===== src/rtl/gauss_row_arbiter.sv =====
// gauss_row_arbiter: row-granular round-robin share of one Gaussian FIFO.
// Optional GAUSS_ARB_STATS_EN adds per-requester completed-row counters.
module gauss_row_arbiter #(
    parameter int                DATA_W    = 8,
    parameter int                ROW_WIDTH = 400,
    parameter int                PAD_COUNT = 1,
    parameter logic [DATA_W-1:0] PAD_VALUE = 8'hFF
) (
    input  logic              clk,
    input  logic              rst_n,
    input  logic              req0_valid,
    input  logic [DATA_W-1:0] req0_din,
    output logic              req0_rd_en,
    input  logic              req1_valid,
    input  logic [DATA_W-1:0] req1_din,
    output logic              req1_rd_en,
    output logic [DATA_W-1:0] out_din,
    output logic              out_wr_en,
    input  logic              out_full,
    output logic              out_src,
    output logic              busy,
`ifdef GAUSS_ARB_STATS_EN
    output logic [15:0]       rows0,
    output logic [15:0]       rows1,
`endif
    output logic              row_done
);

    localparam int CW = (ROW_WIDTH > 1) ? $clog2(ROW_WIDTH) : 1;
    localparam int PC = $clog2(PAD_COUNT + 1);
    localparam int PW = (PC > 0) ? PC : 1;

    localparam logic [CW-1:0] ROW_LAST = CW'(ROW_WIDTH - 1);
    localparam logic [PW-1:0] PAD_LAST =
        PW'((PAD_COUNT > 0) ? PAD_COUNT - 1 : 0);

    localparam logic [1:0] IDLE = 2'd0;
    localparam logic [1:0] ROW  = 2'd1;
    localparam logic [1:0] PAD  = 2'd2;

    logic [1:0]    state_q, state_d;
    logic          grant_q, grant_d;
    logic          last_q, last_d;
    logic [CW-1:0] pix_q, pix_d;
    logic [PW-1:0] pad_q, pad_d;
    logic          done_q, done_d;

    logic src_valid;
    logic xfer;
    logic pad_wr;
    logic win;

    assign src_valid = grant_q ? req1_valid : req0_valid;
    assign xfer      = (state_q == ROW) && src_valid && !out_full;
    assign pad_wr    = (state_q == PAD) && !out_full;

    assign req0_rd_en = xfer && !grant_q;
    assign req1_rd_en = xfer && grant_q;
    assign out_wr_en  = xfer || pad_wr;
    assign out_src    = grant_q;
    assign busy       = (state_q != IDLE);
    assign row_done   = done_q;

    // Output mux: requester pass-through in ROW, pad value in PAD, zero idle.
    always_comb begin
        out_din = '0;
        if (state_q == PAD) begin
            out_din = PAD_VALUE;
        end else if (state_q == ROW) begin
            out_din = grant_q ? req1_din : req0_din;
        end
    end

    // Next-state: round-robin grant in IDLE, count pixels, then pad.
    always_comb begin
        state_d = state_q;
        grant_d = grant_q;
        last_d  = last_q;
        pix_d   = pix_q;
        pad_d   = pad_q;
        done_d  = 1'b0;
        win     = 1'b0;
        case (state_q)
            IDLE: begin
                if (req0_valid || req1_valid) begin
                    win = (req0_valid && req1_valid) ? ~last_q
                                                     : req1_valid;
                    grant_d = win;
                    last_d  = win;
                    pix_d   = '0;
                    state_d = ROW;
                end
            end
            ROW: begin
                if (xfer) begin
                    if (pix_q == ROW_LAST) begin
                        if (PAD_COUNT > 0) begin
                            state_d = PAD;
                            pad_d   = '0;
                        end else begin
                            state_d = IDLE;
                            done_d  = 1'b1;
                        end
                    end else begin
                        pix_d = pix_q + 1'b1;
                    end
                end
            end
            PAD: begin
                if (pad_wr) begin
                    if (pad_q == PAD_LAST) begin
                        state_d = IDLE;
                        done_d  = 1'b1;
                    end else begin
                        pad_d = pad_q + 1'b1;
                    end
                end
            end
            default: state_d = IDLE;
        endcase
    end

    // State registers; last grant starts at 1 so requester 0 wins first.
    always_ff @(posedge clk or negedge rst_n) begin
        if (!rst_n) begin
            state_q <= IDLE;
            grant_q <= 1'b0;
            last_q  <= 1'b1;
            pix_q   <= '0;
            pad_q   <= '0;
            done_q  <= 1'b0;
        end else begin
            state_q <= state_d;
            grant_q <= grant_d;
            last_q  <= last_d;
            pix_q   <= pix_d;
            pad_q   <= pad_d;
            done_q  <= done_d;
        end
    end

`ifdef GAUSS_ARB_STATS_EN
    logic [15:0] rows0_q, rows1_q;

    assign rows0 = rows0_q;
    assign rows1 = rows1_q;

    // Count completed rows per owner, visible together with row_done.
    always_ff @(posedge clk or negedge rst_n) begin
        if (!rst_n) begin
            rows0_q <= '0;
            rows1_q <= '0;
        end else if (done_d) begin
            if (grant_q) begin
                rows1_q <= rows1_q + 16'd1;
            end else begin
                rows0_q <= rows0_q + 16'd1;
            end
        end
    end
`endif

endmodule


===== config.mk =====
export PLATFORM = sky130hd
export DESIGN_NAME = gauss_row_arbiter
export DESIGN_NICKNAME = d
export VERILOG_FILES = /design/src/rtl/gauss_row_arbiter.sv
export SDC_FILE = /design/constraint.sdc
export NUM_CORES = 1
export LEC_CHECK = 0
export ABC_CLOCK_PERIOD_IN_PS = 1620
export BUFFER_PORTS_ARGS = -buffer_cell sky130_fd_sc_hd__buf_2
export CORE_MARGIN = 2
export CORE_UTILIZATION = 43
export DETAILED_ROUTE_END_ITERATION = 8
export PLACE_DENSITY_LB_ADDON = 0.25
export SYNTH_ARGS = -nofsm -noshare
export SYNTH_HDL_FRONTEND = slang
export SYNTH_SLANG_ARGS = --single-unit

===== constraint.sdc =====
create_clock -name clk -period 1.62 [get_ports clk]
set_input_delay 0.081 -clock clk [delete_from_list [all_inputs] [get_ports clk]]
set_output_delay 0.081 -clock clk [all_outputs]
set_load 0.05 [all_outputs]

==> reports/metrics.yaml, run 1 <==
cts.htree.levels: 1
postSynthCellCount: 102
rsz0062_at_grt: "true"
die_w_um: 50.3
finalNetCount: 176
dr.pass1.iters: 5
cts-buffers-inserted: 3
synth_edf_count: 0
syn_nets: 124
synthArstFlopShare: 1.00
crit_path_top_delay_cell: "dfrtp_1"
ys_ff_latch: 14
cap_violations: 0
ant_nets: 0
wl_um: 2590
tightest_slew_ns: 0.325
hold_viol: 0
drcViolationCount: 0
row_count: 16
powerDensity_mw_per_mm2: 929
die_y_um: 50.3
drive_above_1_share: 0.542
required_ns: 1.78
yosysWarnings: 0
cts_tree: "built"
peakVddDrop_mv: 0.596
grt_start_max_net_pins: 15
status: "finished clean"
arrival_ns: 1.77
cp-start-kind: "register"
hpwlAfterDp_um: 1940
hold_class: "primary input to register"
track_usage: 0.224
finalWorstPathRequiredPeriod_ns: 1.61
grt_pass1_vias: 958
clkTransAtPathRegs_ns: 0.08
detail_route.wl_per_cell_um: 14.4
synth_area_um2: 921
core_area_mm2: 0.00198
initial_utilization: 0.465
root_buffer: "clkbuf_4"
path_cells: "buf_4 -> nor2_2 -> inv_2 -> o32a_1 -> a21o_1 -> mux2_2"
fin_skew_ns: 0.00144
dp_slack_ns: 0.00681
worstSetupPathType: "register to register"
syn_to_final_growth_pct: 55.7
cts_sinks: 14
overflow: 0
critPathMaxFanout: 4
grt_pass1_wl_um: 4240
vias_per_cell: 5.59
synth-main-ff-cell: "dfrtp_1"
clock_latency_ns: 0.28
post-route-util: 0.723
synth_seq_area_share: 0.382
report.final.slew_viol_count: 0
max_freq_mhz: 623
vias: 1007
hold_slack_ns: 0.0811
leakagePower_nw: 0.666
dieArea_mm2: 0.00253
period_share: 0.992
gp_congestion: 0.880
antenna_found_initial: 0
port_buffers: 34
cts_buffer_depth: 2
io-pin-count: 35
final_cell_mix: "24 x buf_2, 22 x buf_4, 12 x dfrtp_1"
slew_headroom: 0.783
final_common_cell: "buf_2"
slowest_delay_ns: 0.43
nFillCells: 143
setup_viol: 0
synthDistinctLibCells: 34
worst_slack_ns: 0.0138
diodes: 0
power_mw: 1.33
drt-initial-drc-count: 22
avgSynthCellArea_um2: 9.03
end_kind: "register"
-- worst max-delay path, delay by kind of cell (launching register included) --
kind	cells	cell delay, ns
compound gates	2	0.44
buf+inv	2	0.20
flops	1	0.43
mux	1	0.28
simple gates	1	0.13
-- cells in the mapped netlist (2+ instances only) --
cell / number / area, µm²
dfrtp_1: 13 / 325
nor3_1: 3 / 15.0
inv_1: 3 / 11.3
o21a_1: 2 / 15.0
a21o_1: 2 / 15.0
nand3_1: 3 / 15.0
and3_1: 2 / 12.5
clkbuf_1: 3 / 11.3
a22o_1: 2 / 17.5
nor2_1: 7 / 26.3
nand2b_1: 2 / 12.5
a21oi_1: 7 / 35.0
nand2_1: 9 / 33.8
a31oi_1: 4 / 25.0
mux2i_1: 9 / 90.1
o21ai_0: 13 / 65.1
-- flip-flops by register name, indices dropped and copies added, names as in the netlist --
signal	cells
last_q	1
out_src	1
pix_q	9
row_done	1
state_q	2
-- stage by stage --
stage | TNS, ns | cells | cell area (µm²)
after global routing | -0.136 | 180 | 1430
final | 0 | 180 | 1430
after floorplan | -0.0456 | 102 | 990
after CTS | 0 | 178 | 1380
after detailed placement | 0 | 172 | 1290
after global placement | 0 | 172 | 1290
-- worst paths after layout --
path | from | end | slack (ns) | cells after the start
setup / recovery | state_q[0] | pix_q[0] | 0.01 | 6
hold / removal | req1_valid | last_q | 0.08 | 3
setup reg to reg | state_q[0] | pix_q[0] | 0.01 | 6
hold reg to reg | last_q | last_q | 0.49 | 2
max in group asynchronous | rst_n | last_q | 1.10 | 2
min in group asynchronous | rst_n | pix_q[6] | 0.23 | 2
-- what timing repair did --
item                                   CTS  global route
resized for setup                       14             9
endpoints found under the hold margin   14             0
cloned                                   0             0
hold buffers                             1             0
setup endpoints to repair               14            18
buffers inserted                         1             2
-- area by class of cell --
| class | instances | area [µm²] | share of cell area |
|---|---|---|---|
| Sequential cell | 14 | 353 | 0.246 |
| Multi-Input combinational cell | 80 | 639 | 0.446 |
| Tap cell | 27 | 33.8 | 0.0236 |
| Inverter | 3 | 11.3 | 0.00785 |
| Clock buffer | 4 | 36.3 | 0.0253 |
| Timing Repair Buffer | 52 | 360 | 0.251 |
-- where the power goes --
group	total [mW]	internal, mW	switching [mW]
registers	0.503	0.424	0.0792
logic	0.582	0.260	0.322
clock network	0.247	0.137	0.111
-- cell families after synthesis --
group / Yosys count / synth area share
buffers and inverters: 8 / 0.0340
flip-flops: 14 / 0.382
AO/OA/AOI/OAI: 37 / 0.272
adder cells (fa/ha/maj): 1 / 0.0136
multiplexers: 10 / 0.110
AND/OR/NAND/NOR: 32 / 0.189
-- layer usage --
metal	global-route usage	part of all wire	up-vias	wire (µm)
li1	-	-	491	-
met1	0.269	0.42	480	1090
met2	0.397	0.53	32	1370
met3	0.0357	0.040	4	103
met4	0.0880	0.0093	0	24
met5	0	0	-	0
Note: power is estimated with default switching activity, not from simulation.
==> run 2: changes to the inputs <==
- ABC_CLOCK_PERIOD_IN_PS: 1620 -> 1800
- CORE_UTILIZATION: 43 -> 47
- clock period: 1.62 -> 1.8 ns (I/O delays scaled with it)
==> run 2 against run 1 <==
Count of clock-buffer cells in the layout unchanged; sequential power shrank 5.2%; via count is 5.6% lower; sequential share of layout area increased by 3.2 points; register-to-register slack better by 0.04 ns; final area is 11% lower; fmax fell by 8.1%; critical path type unchanged; largest power group is now sequential cells.
==> reports/metrics.yaml, run 2 (synthesis gave the netlist of run 1 again) <==
path_cells: "ha_4 -> and4b_4 -> a2111oi_4 -> buf_4 -> a21oi_1 -> a31oi_1"  # was buf_4 -> nor2_2 -> inv_2 -> o32a_1 -> a21o_1 -> mux2_2
peakVddDrop_mv: 0.548  # was 0.596 mV
fin_skew_ns: 0.00406  # was 0.00144 ns
vias: 951  # was 1007
tightest_slew_ns: 0.455  # was 0.325 ns
drt-initial-drc-count: 22  # unchanged
cts_buffer_depth: 2  # unchanged
hold_viol: 0  # unchanged
finalWorstPathRequiredPeriod_ns: 1.75  # was 1.61 ns
die_y_um: 48.3  # was 50.3 µm
intPower_mw: 0.694  # was 0.820 mW
dieArea_mm2: 0.00233  # was 0.00253 mm²
dp_cells: 164  # was 172
largestRegisters: "pix_q (9), state_q (2)"  # unchanged
combPwrFrac: 0.384  # was 0.437
crit_path_top_delay_cell: "dfrtp_1"  # unchanged
fin_cells: 172  # was 180
p_sw_frac: 0.398  # was 0.384
clock_latency_ns: 0.29  # was 0.28 ns
worstSetupPathType: "register to register"  # unchanged
grt_pass1_wl_um: 3600  # was 4240 µm
cts_tree: "built"  # unchanged
overflow: 0  # unchanged
final_common_cell: "buf_2"  # unchanged
report.final.slew_viol_count: 0  # unchanged
leakagePower_nw: 0.595  # was 0.666 nW
ant_nets: 0  # unchanged
cap_violations: 0  # unchanged
max_freq_mhz: 572  # was 623 MHz
cp-start-kind: "register"  # unchanged
diodes: 0  # unchanged
grt_pass1_vias: 825  # was 958
largest_reg_flops: 9  # unchanged
cts_sinks: 14  # unchanged
rsz0062_at_grt: "true"  # unchanged
required_ns: 2.01  # was 1.78 ns
end_kind: "register"  # unchanged
vias_per_cell: 5.53  # was 5.59
wl_um: 2290  # was 2590 µm
grt_start_max_net_pins: 15  # unchanged
largest_register: "pix_q"  # unchanged
arrival_ns: 1.95  # was 1.77 ns
dr.pass1.iters: 4  # was 5
hold_class: "primary input to register"  # unchanged
cts.htree.levels: 1  # unchanged
setup_viol: 0  # unchanged
cts-buffers-inserted: 3  # unchanged
status: "finished clean"  # unchanged
track_usage: 0.227  # was 0.224
switchingPower_mw: 0.458  # was 0.512 mW
die_w_um: 48.3  # was 50.3 µm
nFillCells: 158  # was 143
syn_to_final_growth_pct: 38.0  # was 55.7%
antenna_found_initial: 0  # unchanged
powerDensity_mw_per_mm2: 906  # was 929 mW/mm²
io-pin-count: 35  # unchanged
clkTransAtPathRegs_ns: 0.09  # was 0.08 ns
initial_utilization: 0.484  # was 0.465
gp_congestion: 0.918  # was 0.880
final_cell_mix: "32 x buf_2, 11 x dfrtp_1, 10 x buf_4"  # was 24 x buf_2, 22 x buf_4, 12 x dfrtp_1
seqPwrFrac: 0.414  # was 0.377
critPathMaxFanout: 5  # was 4
final.setup.tns_ns: 0  # unchanged
core_area_mm2: 0.00190  # was 0.00198 mm²
drcViolationCount: 0  # unchanged
hpwlAfterDp_um: 1730  # was 1940 µm
detail_route.wl_per_cell_um: 13.3  # was 14.4 µm
drive_above_1_share: 0.434  # was 0.542
root_buffer: "clkbuf_4"  # unchanged
finalNetCount: 168  # was 176
slowest_delay_ns: 0.44  # was 0.43 ns
pwr-share-clk: 0.202  # was 0.186
row_count: 16  # unchanged
period_share: 0.971  # was 0.992
slew_headroom: 0.697  # was 0.783
port_buffers: 34  # unchanged
## run 2: timing repair
item | in CTS | in global routing
endpoints found under the hold margin | 14 | 0
hold buffers | 1 | 0
resized for setup | 0 | 9
pin swaps | 1 | 2
endpoints found under the setup margin | 2 | 9
gates cloned | 0 | 0
buffers inserted | 0 | 3
## run 2: power by group through the flow
stage / registers [mW] / clock network, mW / logic, mW
after floorplan: 0.460 / 0 / 0.295
after global placement: 0.466 / 0 / 0.398
after detailed placement: 0.469 / 0 / 0.411
after CTS: 0.464 / 0.240 / 0.415
after global routing: 0.491 / 0.255 / 0.494
final: 0.477 / 0.232 / 0.443
## run 2: worst paths after layout
check	start	to	slack, ns	cells past startpoint
worst max register to register	pix_q[1]	pix_q[6]	0.05	6
min in group asynchronous	rst_n	pix_q[4]	0.22	2
worst min register to register	last_q	last_q	0.50	2
worst min-delay path	req1_valid	last_q	0.07	3
max in group asynchronous	rst_n	last_q	1.30	2
worst max-delay path	pix_q[1]	pix_q[6]	0.05	6
## run 2: area by class of cell
class	count	area [µm²]	share of cell area
multi-input combinational	80	579	0.456
inverter	3	11.3	0.00886
tap	27	33.8	0.0266
timing repair buffer	44	256	0.202
sequential	14	354	0.279
clock buffer	4	36.3	0.0285
## run 2: metrics by stage
step | utilization | setup slack [ns] | total power, mW | hold slack (ns) | cell area [µm²]
after floorplan | - | -0.153 | 0.756 | -0.206 | 948
after global placement | 0.618 | 0.0904 | 0.864 | -0.000777 | 1180
after detailed placement | 0.618 | 0.00857 | 0.881 | 0.000530 | 1180
after CTS | 0.643 | 0.0194 | 1.12 | 0.0667 | 1220
after global routing | 0.668 | -0.0411 | 1.24 | 0.128 | 1270
final | 0.668 | 0.0514 | 1.15 | 0.0700 | 1270
## run 2: critical path: cells and delay by family (launching register included)
kind / cells / cell delay, ns
adder cells (fa/ha/maj): 1 / 0.19
flip-flops: 1 / 0.44
AND/OR/NAND/NOR: 1 / 0.19
AO/OA/AOI/OAI: 3 / 0.64
buffers and inverters: 1 / 0.21
## run 2: metal layers
| metal | part of all wire | track usage |
|---|---|---|
| met1 | 0.43 | 0.280 |
| met2 | 0.49 | 0.379 |
| met3 | 0.055 | 0.0296 |
| met4 | 0.022 | 0.130 |
| met5 | 0 | 0 |
